**src/rtl/dmem_pkg.sv**
```systemverilog
// dmem_pkg: shared constants and response tag type for the data RAM arbiter
package dmem_pkg;
  localparam logic PORT_CPU = 1'b0;
  localparam logic PORT_DBG = 1'b1;
  localparam int PRIO_RR = 0;
  localparam int PRIO_FIXED = 1;
  typedef struct packed {
    logic v;
    logic port;
    logic we;
  } rsp_tag_t;
endpackage

```
**src/rtl/rr_arb2.sv**
```systemverilog
// rr_arb2: two-way arbiter, round-robin or fixed priority, owns the RR pointer
module rr_arb2
  import dmem_pkg::*;
#(
  parameter int PRIO_MODE = PRIO_RR
) (
  input  logic       clk,
  input  logic       rst,
  input  logic [1:0] req,
  input  logic       accept,
  output logic [1:0] gnt
);
  logic ptr_q, ptr_d;
  // pick a winner; after any accept the pointer favours the port that lost
  always_comb begin
    gnt = !accept ? 2'b00 : (req == 2'b11) ? ((PRIO_MODE == PRIO_FIXED || ptr_q == PORT_CPU) ? 2'b01 : 2'b10) : req;
    ptr_d = (|gnt) ? gnt[0] : ptr_q;
  end
  // pointer flop, port 0 preferred out of reset
  always_ff @(posedge clk) begin
    ptr_q <= rst ? PORT_CPU : ptr_d;
  end
endmodule

```
**src/rtl/dmem_arbiter.sv**
```systemverilog
// dmem_arbiter: shares one single-port data RAM between the CPU and the debug loader
module dmem_arbiter
  import dmem_pkg::*;
#(
  parameter int ADDR_W = 6,
  parameter int DATA_W = 32,
  parameter int RD_LAT = 1,
  parameter int PRIO_MODE = PRIO_RR
) (
  input  logic                clk,
  input  logic                rst,
  input  logic [1:0]          req_valid,
  input  logic [1:0]          req_we,
  input  logic [2*ADDR_W-1:0] req_addr,
  input  logic [2*DATA_W-1:0] req_wdata,
  output logic [1:0]          req_ready,
  output logic [1:0]          rsp_valid,
  output logic [DATA_W-1:0]   rsp_rdata,
  output logic                mem_en,
  output logic                mem_we,
  output logic [ADDR_W-1:0]   mem_addr,
  output logic [DATA_W-1:0]   mem_wdata,
  input  logic [DATA_W-1:0]   mem_rdata
);
  logic live_q, live_d;
  logic [1:0] gnt;
  logic sel;
  rsp_tag_t tag_q [RD_LAT];
  rsp_tag_t tag_d [RD_LAT];
  rsp_tag_t tag_out;
  rr_arb2 #(.PRIO_MODE(PRIO_MODE)) u_arb (
    .clk   (clk),
    .rst   (rst),
    .req   (req_valid),
    .accept(live_q & ~rst),
    .gnt   (gnt)
  );
  assign req_ready = gnt;
  // command mux to the RAM, tag pipeline advance and response decode at the pipe exit
  always_comb begin
    sel = gnt[PORT_DBG];
    mem_en = |gnt;
    mem_we = mem_en & req_we[sel];
    mem_addr = mem_en ? req_addr[sel*ADDR_W +: ADDR_W] : '0;
    mem_wdata = mem_we ? req_wdata[sel*DATA_W +: DATA_W] : '0;
    tag_d[0] = '{v: mem_en, port: sel, we: mem_we};
    for (int i = 1; i < RD_LAT; i++) tag_d[i] = tag_q[i-1];
    tag_out = tag_q[RD_LAT-1];
    rsp_valid = (tag_out.v & ~rst) ? (2'b01 << tag_out.port) : 2'b00;
    rsp_rdata = (tag_out.v & ~tag_out.we & ~rst) ? mem_rdata : '0;
    live_d = 1'b1;
  end
  // live_q keeps grants off for the first cycle after reset; reset drops in-flight tags
  always_ff @(posedge clk) begin
    if (rst) begin
      live_q <= 1'b0;
      for (int i = 0; i < RD_LAT; i++) tag_q[i] <= '0;
    end else begin
      live_q <= live_d;
      tag_q <= tag_d;
    end
  end
endmodule

```
**config.mk**
```make
export PLATFORM = sky130hd
export DESIGN_NAME = dmem_arbiter
export DESIGN_NICKNAME = d
export VERILOG_FILES = /design/src/rtl/dmem_pkg.sv /design/src/rtl/rr_arb2.sv /design/src/rtl/dmem_arbiter.sv
export SDC_FILE = /design/constraint.sdc
export NUM_CORES = 1
export LEC_CHECK = 0
export BUFFER_PORTS_ARGS = -buffer_cell sky130_fd_sc_hd__clkbuf_2
export CAP_MARGIN = 20
export CELL_PAD_IN_SITES_DETAIL_PLACEMENT = 0
export CELL_PAD_IN_SITES_GLOBAL_PLACEMENT = 1
export CORE_AREA = 2 2 85 87
export CTS_CLUSTER_DIAMETER = 150
export DETAILED_ROUTE_END_ITERATION = 7
export DIE_AREA = 0 0 87 89
export PLACE_DENSITY = 0.94
export SLEW_MARGIN = 20
export SYNTH_ARGS = -nofsm -noshare
export SYNTH_HDL_FRONTEND = slang
export SYNTH_HIERARCHICAL = 1
export SYNTH_SLANG_ARGS = --single-unit
```
**constraint.sdc**
```tcl
create_clock -name clk -period 2.95 [get_ports clk]
set_input_delay 0.7375 -clock clk [delete_from_list [all_inputs] [get_ports clk]]
set_output_delay 0.7375 -clock clk [all_outputs]
set_load 0.01 [all_outputs]
```
==> flow_summary_export.csv, run 1 <==
group,metric,value,unit
outcome,status,"finished clean",
synth,synth-warning-count,6,
timing,final.setup.tns,0,ns
cts,cts_root_buffer,"clkbuf_8",
place,placed_cell_area,0.00209,mm²
cts,cts_buffers,3,
synth,synth_cell_types,19,
power,p_sw_share,30.6,%
drt,via_count,1831,
cts,path_clk_slew,0.03,ns
timing,max_freq,369,MHz
synth,synth.most_common_cell,"and2_1",
critical_path,critPathCaptureType,"output port",
synth,seq_area_frac_synth,9.41,%
drt,drtIter0Drc,25,
critical_path,cp_slowest_cell,"a21oi_2",
floorplan,fp-row-count,30,
floorplan,die_w,87,µm
cts,clock_sinks,5,
cts,cts_tree,"yes",
synth,synth.top_cell.area_share,26.4,%
global_routing,grt_max_degree,33,
timing,fin_crit,2.71,ns
critical_path,critical_path_arrival,1.97,ns
hold_path,hold_path.class,"reg -> reg",
finish,nets,445,
synth,async_flop_share,0,%
critical_path,startpoint_type,"input port",
power,fin_total_pwr,0.373,mW
global_routing,globalRouteOverflowTotal,0,
critical_path,path_cells,"clkbuf_2, nor2b_2, nand2_1, a21oi_2, buf_12, nand3_1, o2bb2ai_1, clkbuf_2",
place,routabilityCongestion,0.854,
job,maxCapViolCount,0,
timing,relSlewSlack,78.8,%
synth,synthTopCellsByArea,"o2bb2ai_1 (26%), and2_1 (20%), nand3_1 (15%), dfxtp_1 (9.4%), buf_6 (7.4%)",
synth,synth_commonest_cells,"and2_1 (34), nand3_1 (32), o2bb2ai_1 (32)",
power,p_int,0.259,mW
cts,cts_buffer_depth,2,
global_routing,grt_antenna_before_repair,0,
floorplan,ioPinCount,190,
drt,routed_wl,5.01,mm
finish,areaGrowthSynthToFinish,101,%
synth,syn_area_per_cell,7.19,µm²
floorplan,die_area,0.00774,mm²
synth,yosysTopAreaCell,"o2bb2ai_1",
drt,dr.pass1.iters,4,
synth,synthCells,148,
cts,post-cts-setup-buffer-count,0,
power,p_leak,1.19,nW
cts,cts.hold.buffers_added,0,
timing,fin_crit_sh,91.8,%
cts,clkLatencyLatePin,0.22,ns
critical_path,crit_family,"buffers and inverters",
drt,drt-wirelength-per-cell,12.2,µm
floorplan,initial_core_util,15.8,%
place,pre_cts_ws,0.135,ns
synth,ys.flop_type,"dfxtp_1",
power,combPwrFrac,47.1,%
finish,antennaDiodeCount,0,
critical_path,cp_common_cell,"clkbuf_2",
critical_path,critPathKind,"in -> out",
power,powerDensity,174,mW/mm²
floorplan,die_y,89,µm
drt,ant_nets,0,
cts,post_cts_resize_count,0,
synth,synth_area,0.00106,mm²
finish,final_layout_size_suffix_gt1_share,62.4,%
finish,nFillCells,727,
synth,ys_seq_elements,5,
critical_path,slowest_delay,0.22,ns
power,p_switching,0.114,mW
synth,synth_edf_count,0,
critical_path,crit_buf_inv,3,
floorplan,core,0.00672,mm²
drt,vias_per_cell,4.47,
timing,finalMaxSlewViolations,0,
synth,syn_nets,262,
timing,hold_violations,0,
global_routing,grt_pass1_wl,6.78,mm
power,power_frac_clock,33.5,%
timing,setup_violations,0,
timing,finClkSkew,0.00185,ns
place,port_buffers,189,
timing,tightest_slew,0.319,ns
power,pwr-share-seq,19.4,%
timing,rsz0062_at_grt,"false",
cts,cts_max_level,1,
finish,fin_area,0.00214,mm²
global_routing,grt_pass1_vias,1562,
drt,drc,0,
power,peakVddDrop,0.0955,mV
place,hpwl,4.31,mm
timing,fin_ws,0.241,ns
global_routing,track_usage,10.9,%
critical_path,crit_path_max_fanout,25,
critical_path,required,2.21,ns
==> metal layers <==
metal | vias up | global-route usage (%) | wire length (µm)
met5 | - | 0 | 0
met4 | 0 | 1.28 | 0
met3 | 0 | 1.02 | 489
met2 | 126 | 24.2 | 2780
met1 | 797 | 10.8 | 1750
li1 | 908 | - | -
==> power by group through the flow <==
stage               registers (mW)  clock network (mW)  logic, mW
global route                0.0725               0.136      0.193
finish                      0.0724               0.125      0.175
global placement            0.0733                   0      0.175
floorplan                   0.0729                   0     0.0658
CTS                         0.0725               0.127      0.177
detailed placement          0.0734                   0      0.176
==> final cells by class <==
class / instances / area (µm²) / share of cell area [%]
Clock buffer: 4 / 45.0 / 2.11
Inverter: 2 / 7.51 / 0.351
Multi-Input combinational cell: 121 / 833 / 39.0
Sequential cell: 5 / 100 / 4.68
Tap cell: 80 / 100 / 4.68
Timing Repair Buffer: 198 / 1050 / 49.2
==> sequential cells by signal, summed over array words and instances (netlist names) <==
register and flops:
tag_out 3, live_q 1, u_arb/ptr_q 1
==> logic make-up after synthesis <==
family,after synthesis,share of synthesized area (%)
AOI/OAI and AO/OA,43,34.0
buffers and inverters,22,13.9
DFF,5,9.41
and+or+nand+nor,78,42.7
==> layout by cell type (no fill, tap or decap), drive strengths merged, types with 2 or more instances in the layout <==
| cell | count |
|---|---|
| and2 | 34 |
| nor3b | 2 |
| clkbuf | 193 |
| buf | 9 |
| a21oi | 4 |
| dfxtp | 5 |
| nand2 | 4 |
| inv | 2 |
| a22o | 6 |
| nand3 | 32 |
| nor2b | 2 |
| o2bb2ai | 32 |
==> path summary, 6_finish.rpt <==
| path | startpoint | to | slack (ns) | cells after the start |
|---|---|---|---|---|
| worst min-delay path | u_arb/ptr_q$_SDFFE_PP0P_ | u_arb/ptr_q$_SDFFE_PP0P_ | 0.55 | 1 |
| worst max register to register | live_q$_DFF_P_ | tag_out[0]$_SDFF_PP0_ | 1.56 | 6 |
| worst min register to register | u_arb/ptr_q$_SDFFE_PP0P_ | u_arb/ptr_q$_SDFFE_PP0P_ | 0.55 | 1 |
| worst max-delay path | rst | mem_wdata[0] | 0.24 | 8 |
==> through the flow <==
step                      std cells  hold slack (ns)  utilization, %
after detailed placement        406            0.534            31.1
after global routing            410            0.573            31.8
after CTS                       410            0.542            31.8
after floorplan                 148            0.468               -
final                           410            0.545            31.8
after global placement          406            0.508            31.1
Note: power is estimated with default switching activity, not from simulation.
==> run 2, diff against run 1 <==
- ABC_AREA: unset -> 1
- CORE_AREA: 2 2 85 87 -> 2 2 92 94
- DIE_AREA: 0 0 87 89 -> 0 0 94 96
- PLACE_DENSITY: 0.94 -> 0.95
==> run 2 against run 1 <==
  * Count of clock-buffer cells in the layout unchanged
  * Synthesized cell count grew 120%
  * Combinational power is 27% higher
  * Global-route usage is 1.9 points lower
  * Critical path depth is 3 higher
  * Design area up 18%
  * Register-to-register slack about the same
  * Largest power group unchanged
  * Highest routed layer is now met4
  * Clock power about the same
  * Worst setup slack got worse by 0.095 ns
  * Sequential share of layout area decreased by 0.72 points
  * Utilization fell by 0.46 points
==> flow_summary_export.csv, run 2 <==
group,metric,value,unit
outcome,status,"finished clean",
drt,drt-wirelength-per-cell,8.17,µm
floorplan,die_w,94,µm
critical_path,crit_family,"buffers and inverters",
cts,cts_buffers,3,
synth,synth.top_cell.area_share,36.2,%
synth,ys_seq_elements,5,
timing,fin_ws,0.146,ns
drt,ant_nets,0,
synth,synthCells,324,
drt,vias_per_cell,3.75,
synth,synth_cell_types,16,
global_routing,grt_max_degree,53,
floorplan,fp-row-count,33,
floorplan,core,0.00805,mm²
timing,fin_crit_sh,95.0,%
cts,cts_root_buffer,"clkbuf_8",
finish,largest_register_ffs,3,
place,port_buffers,189,
place,pre_cts_ws,0.0766,ns
critical_path,critical_path_arrival,2.07,ns
critical_path,critPathKind,"in -> out",
job,maxCapViolCount,0,
hold_path,hold_path.class,"reg -> reg",
synth,synth_area,0.00140,mm²
timing,rsz0062_at_grt,"false",
timing,fin_crit,2.80,ns
finish,nets,624,
synth,async_flop_share,0,%
place,hpwl,4.22,mm
timing,max_freq,357,MHz
finish,most-common-layout-cells,"clkbuf_2 (189), nor2_1 (134), inv_1 (104)",
drt,drc,0,
drt,routed_wl,5.02,mm
finish,fin_area,0.00252,mm²
cts,cts_buffer_depth,2,
timing,hold_violations,0,
power,fin_total_pwr,0.417,mW
global_routing,grt_pass1_wl,6.80,mm
critical_path,required,2.21,ns
place,placed_cell_area,0.00242,mm²
power,peakVddDrop,0.101,mV
synth,syn_nets,438,
timing,finalMaxSlewViolations,0,
critical_path,crit_path_max_fanout,26,
critical_path,crit_buf_inv,5,
cts,clkLatencyLatePin,0.22,ns
global_routing,globalRouteOverflowTotal,0,
cts,cts_max_level,1,
floorplan,initial_core_util,17.4,%
drt,dr.pass1.iters,5,
cts,cts_tree,"yes",
finish,layout_commonest_cell,"clkbuf_2",
timing,finClkSkew,0.000406,ns
floorplan,die_y,96,µm
finish,areaGrowthSynthToFinish,80.4,%
critical_path,slowest_delay,0.22,ns
cts,clock_sinks,5,
synth,yosysTopAreaCell,"nor2_1",
synth,synth_edf_count,0,
finish,final_layout_size_suffix_gt1_share,41.5,%
global_routing,track_usage,9.01,%
synth,ys.flop_type,"dfxtp_1",
timing,relSlewSlack,81.3,%
drt,drtIter0Drc,23,
power,p_leak,2.01,nW
power,powerDensity,165,mW/mm²
timing,tightest_slew,0.281,ns
timing,final.setup.tns,0,ns
cts,path_clk_slew,0.03,ns
synth,synthTopCellsByArea,"nor2_1 (36%), inv_1 (28%), nand2_1 (13%), dfxtp_1 (7.2%), buf_4 (2.7%)",
critical_path,startpoint_type,"input port",
critical_path,cp_slowest_cell,"a21oi_4",
synth,seq_area_frac_synth,7.16,%
global_routing,grt_pass1_vias,1769,
synth,synth.most_common_cell,"nor2_1",
global_routing,grt_antenna_before_repair,0,
floorplan,die_area,0.00902,mm²
synth,synth_commonest_cells,"nor2_1 (135), inv_1 (104), nand2_1 (47)",
drt,via_count,2302,
floorplan,ioPinCount,190,
timing,setup_violations,0,
finish,antennaDiodeCount,0,
synth,syn_area_per_cell,4.32,µm²
critical_path,critPathCaptureType,"output port",
synth,synth-warning-count,6,
critical_path,path_cells,"clkbuf_2, nor2_2, nand2_1, a21oi_4, buf_4, clkbuf_16, nand2_1, inv_1, nor2_1, nor2_1, clkbuf_2",
place,routabilityCongestion,0.742,
[run 2: cell count changes after synthesis, moves of 2 or more]
cell       before  now
nor2_2          0    4
nand2_4         0    2
a22o_1          6    0
clkbuf_1        3    0
nor2b_1         2    0
buf_4           0    5
and2_1         34    0
buf_6           7    3
o2bb2ai_1      32    0
nor2_1          0  135
nand2_1         4   47
inv_1           2  104
buf_2          10    7
nand3_1        32    4
[run 2: stage by stage]
stage / std cells / util [%] / hold WS (ns)
final: 614 / 31.3 / 0.502
after global routing: 614 / 31.3 / 0.543
after CTS: 611 / 30.7 / 0.504
after detailed placement: 607 / 30.1 / 0.498
after global placement: 607 / 30.1 / 0.489
after floorplan: 324 / - / 0.462
[run 2: report_power, final]
| group | switching [mW] | total, mW | internal, mW | leakage, nW |
|---|---|---|---|---|
| sequential | 0.00133 | 0.0721 | 0.0708 | 0.0410 |
| combinational | 0.113 | 0.222 | 0.108 | 1.95 |
| clock | 0.0311 | 0.124 | 0.0925 | 0.0228 |
| total | 0.146 | 0.417 | 0.272 | 2.01 |
[run 2: area by class of cell]
cell class / count / area (µm²)
fillers: 915 / 5530
inverters: 106 / 400
repair buffers: 196 / 1030
well taps: 105 / 131
clock buffers: 4 / 45.0
multi-input cells: 198 / 815
flip-flops and latches: 5 / 100
[run 2: what timing repair did]
action | in CTS | in global routing
gates resized for setup | 0 | 3
buffers inserted | 0 | 2
setup endpoints to repair | 0 | 33
hold buffers | 0 | 0
[run 2: tightest hold or removal path: stages (launching register included)]
cell and delay [ns]:
dfxtp_1 0.32, nand2_1 0.08, a21oi_2 0.05
[run 2: metal layers]
| metal | vias up | part of all wire, % | wire, µm | track usage (%) |
|---|---|---|---|---|
| met5 | - | 0 | 0 | 0 |
| met4 | 0 | 0.22 | 11 | 1.81 |
| met3 | 2 | 11 | 542 | 1.41 |
| met2 | 128 | 52 | 2610 | 19.0 |
| met1 | 942 | 37 | 1850 | 9.15 |
| li1 | 1230 | - | - | - |
[run 2: path summary, 6_finish.rpt]
| kind | startpoint | endpoint | slack [ns] | cells past startpoint |
|---|---|---|---|---|
| setup reg to reg | live_q$_DFF_P_ | tag_out[0]$_SDFF_PP0_ | 1.56 | 7 |
| hold reg to reg | u_arb/ptr_q$_SDFFE_PP0P_ | u_arb/ptr_q$_SDFFE_PP0P_ | 0.50 | 2 |
| setup / recovery | rst | mem_wdata[30] | 0.15 | 11 |
| hold / removal | u_arb/ptr_q$_SDFFE_PP0P_ | u_arb/ptr_q$_SDFFE_PP0P_ | 0.50 | 2 |
[run 2: kinds of logic after synthesis]
| logic type | after synthesis | synth area share [%] |
|---|---|---|
| buffers and inverters | 121 | 36.2 |
| AO/OA/AOI/OAI | 4 | 1.70 |
| flip-flops | 5 | 7.16 |
| AND/OR/NAND/NOR | 194 | 54.9 |
==> run 3, diff against run 2 <==
- CORE_AREA: 2 2 92 94 -> 2 2 91 93
- DIE_AREA: 0 0 94 96 -> 0 0 93 95
- SYNTH_HIERARCHICAL: 1 -> unset
==> run 3 against run 2 <==
  * Critical endpoint is now mem_addr[2]
  * Via count rose by 3.0%
  * Largest cell class unchanged
  * Flip-flop and latch count did not move
  * Combinational power rose by 16%
  * Critical path depth fell by 3
  * First-iteration DRC count rose by 120%
  * Critical path type unchanged
  * Highest routed layer unchanged
==> flow_summary_export.csv, run 3 <==
group,metric,value,unit
outcome,status,"finished clean",
finish,layout_commonest_cell,"clkbuf_2",
place,port_buffers,189,
critical_path,cp-startpoint,"rst",
cts,clock_sinks,5,
critical_path,reg2reg_slack,1.86,ns
cts,cts_buffers,3,
drt,ant_nets,0,
drt,via_count,2371,
timing,max_freq,382,MHz
place,hpwl,4.93,mm
drt,drc,0,
cts,cts_max_level,1,
finish,largest_register_ffs,3,
critical_path,crit_path_max_fanout,22,
floorplan,core,0.00793,mm²
power,p_leak,1.81,nW
timing,rsz0062_at_grt,"false",
finish,areaGrowthSynthToFinish,75.1,%
drt,vias_per_cell,4.07,
critical_path,critPathKind,"in -> out",
place,routabilityCongestion,0.722,
timing,hold_violations,0,
power,powerDensity,179,mW/mm²
cts,cts_root_buffer,"clkbuf_8",
timing,tightest_slew,0.347,ns
global_routing,grt_max_degree,33,
hold_path,hold_path.class,"reg -> reg",
drt,dr.pass1.iters,4,
timing,fin_crit,2.62,ns
global_routing,grt_pass1_wl,8.94,mm
floorplan,ioPinCount,190,
timing,finalMaxSlewViolations,0,
synth,synth_area,0.00146,mm²
finish,final_layout_size_suffix_gt1_share,50.3,%
synth,synth.top_cell.area_share,20.1,%
timing,final.setup.tns,0,ns
synth,ys.flop_type,"dfxtp_1",
timing,relSlewSlack,76.9,%
global_routing,track_usage,12.2,%
job,maxCapViolCount,0,
synth,synth-warning-count,0,
hold_path,worstHoldPathCells,2,
cts,cts_buffer_depth,2,
global_routing,globalRouteOverflowTotal,0,
finish,most-common-layout-cells,"clkbuf_2 (189), nand2_1 (78), inv_1 (72)",
synth,ys_seq_elements,5,
critical_path,critPathCaptureType,"output port",
floorplan,die_area,0.00884,mm²
synth,synth_cell_types,22,
floorplan,fp-row-count,33,
finish,nets,592,
synth,synth.most_common_cell,"nand2_1",
synth,yosysTopAreaCell,"nand2_1",
synth,synthTopCellsByArea,"nand2_1 (20%), inv_1 (19%), nand4_1 (14%), nor2_2 (12%), nor2_1 (9.8%)",
finish,fin_cells,582,
synth,syn_nets,409,
cts,path_clk_slew,0.04,ns
synth,syn_area_per_cell,4.94,µm²
cts,post_cts_resize_count,0,
critical_path,endpoint,"mem_addr[2]",
power,peakVddDrop,0.0761,mV
critical_path,required,2.21,ns
cts,cts.hold.buffers_added,0,
synth,seq_area_frac_synth,6.87,%
cts,cts_tree,"yes",
finish,antennaDiodeCount,0,
critical_path,startpoint_type,"input port",
critical_path,critical_path_arrival,1.88,ns
synth,async_flop_share,0,%
floorplan,die_y,95,µm
timing,fin_crit_sh,88.7,%
place,placed_cells,578,
drt,drt-wirelength-per-cell,9.96,µm
drt,routed_wl,5.80,mm
floorplan,die_w,93,µm
synth,synth_commonest_cells,"nand2_1 (78), inv_1 (72), nor2_1 (38)",
cts,clkLatencyLatePin,0.22,ns
global_routing,grt_pass1_vias,2101,
cts,post-cts-setup-buffer-count,0,
synth,synthCells,295,
timing,setup_violations,0,
critical_path,r2r-start,"u_arb.ptr_q$_SDFFE_PP0P_",
floorplan,initial_core_util,18.4,%
synth,synth_edf_count,0,
finish,fin_util,32.2,%
critical_path,reg2reg_depth,6,
timing,whs,0.482,ns
global_routing,grt_antenna_before_repair,0,
timing,finClkSkew,0.00347,ns
critical_path,worstReg2RegEnd,"u_arb.ptr_q$_SDFFE_PP0P_",
drt,drtIter0Drc,51,
run 3: cell families after synthesis:
kind of cell | after synthesis | synth area share, %
simple gates | 184 | 60.4
buf+inv | 97 | 27.6
flops | 5 | 6.87
compound gates | 9 | 5.15
run 3: metrics by stage:
stage | area [µm²] | total power [mW] | setup WS, ns
final | 2550 | 0.456 | 0.334
after global routing | 2550 | 0.503 | 0.215
after CTS | 2550 | 0.465 | 0.302
after detailed placement | 2500 | 0.335 | 0.312
after global placement | 2500 | 0.333 | 0.361
after floorplan | 1460 | 0.211 | 0.656
run 3: layout make-up:
type                            count  area (µm²)
Timing Repair Buffer              199        1030
Sequential cell                     5         100
Clock buffer                        4        45.0
Tap cell                          105         131
Inverter                           76         285
Fill cell                         880        5380
Multi-Input combinational cell    193         955
run 3: worst max-delay path, cell delays in order:
cell	delay [ns]
clkbuf_2	0.11
nor2_4	0.17
nand3_2	0.11
buf_4	0.23
inv_2	0.13
nand2_1	0.08
a21boi_1	0.15
clkbuf_2	0.16
run 3: how the worst min path moves through the flow:
stage                                     to                startpoint
floorplan           u_arb.ptr_q$_SDFFE_PP0P_  u_arb.ptr_q$_SDFFE_PP0P_
CTS                 u_arb.ptr_q$_SDFFE_PP0P_  u_arb.ptr_q$_SDFFE_PP0P_
detailed placement  u_arb.ptr_q$_SDFFE_PP0P_  u_arb.ptr_q$_SDFFE_PP0P_
global placement    u_arb.ptr_q$_SDFFE_PP0P_  u_arb.ptr_q$_SDFFE_PP0P_
global route        u_arb.ptr_q$_SDFFE_PP0P_  u_arb.ptr_q$_SDFFE_PP0P_
finish              u_arb.ptr_q$_SDFFE_PP0P_  u_arb.ptr_q$_SDFFE_PP0P_
run 3: power by group:
part | internal, mW | leakage [nW] | switching, mW
Sequential | 0.0717 | 0.0413 | 0.00140
Combinational | 0.117 | 1.75 | 0.141
Clock | 0.0926 | 0.0228 | 0.0321
Total | 0.281 | 1.81 | 0.175
run 3: routing by layer:
metal  vias up  track usage [%]  part of all wire (%)
met4         0             2.21                  0.21
met5         -                0                     0
li1       1231                -                     -
met3         2             3.19                    11
met1      1016             12.8                    38
met2       122             24.6                    51
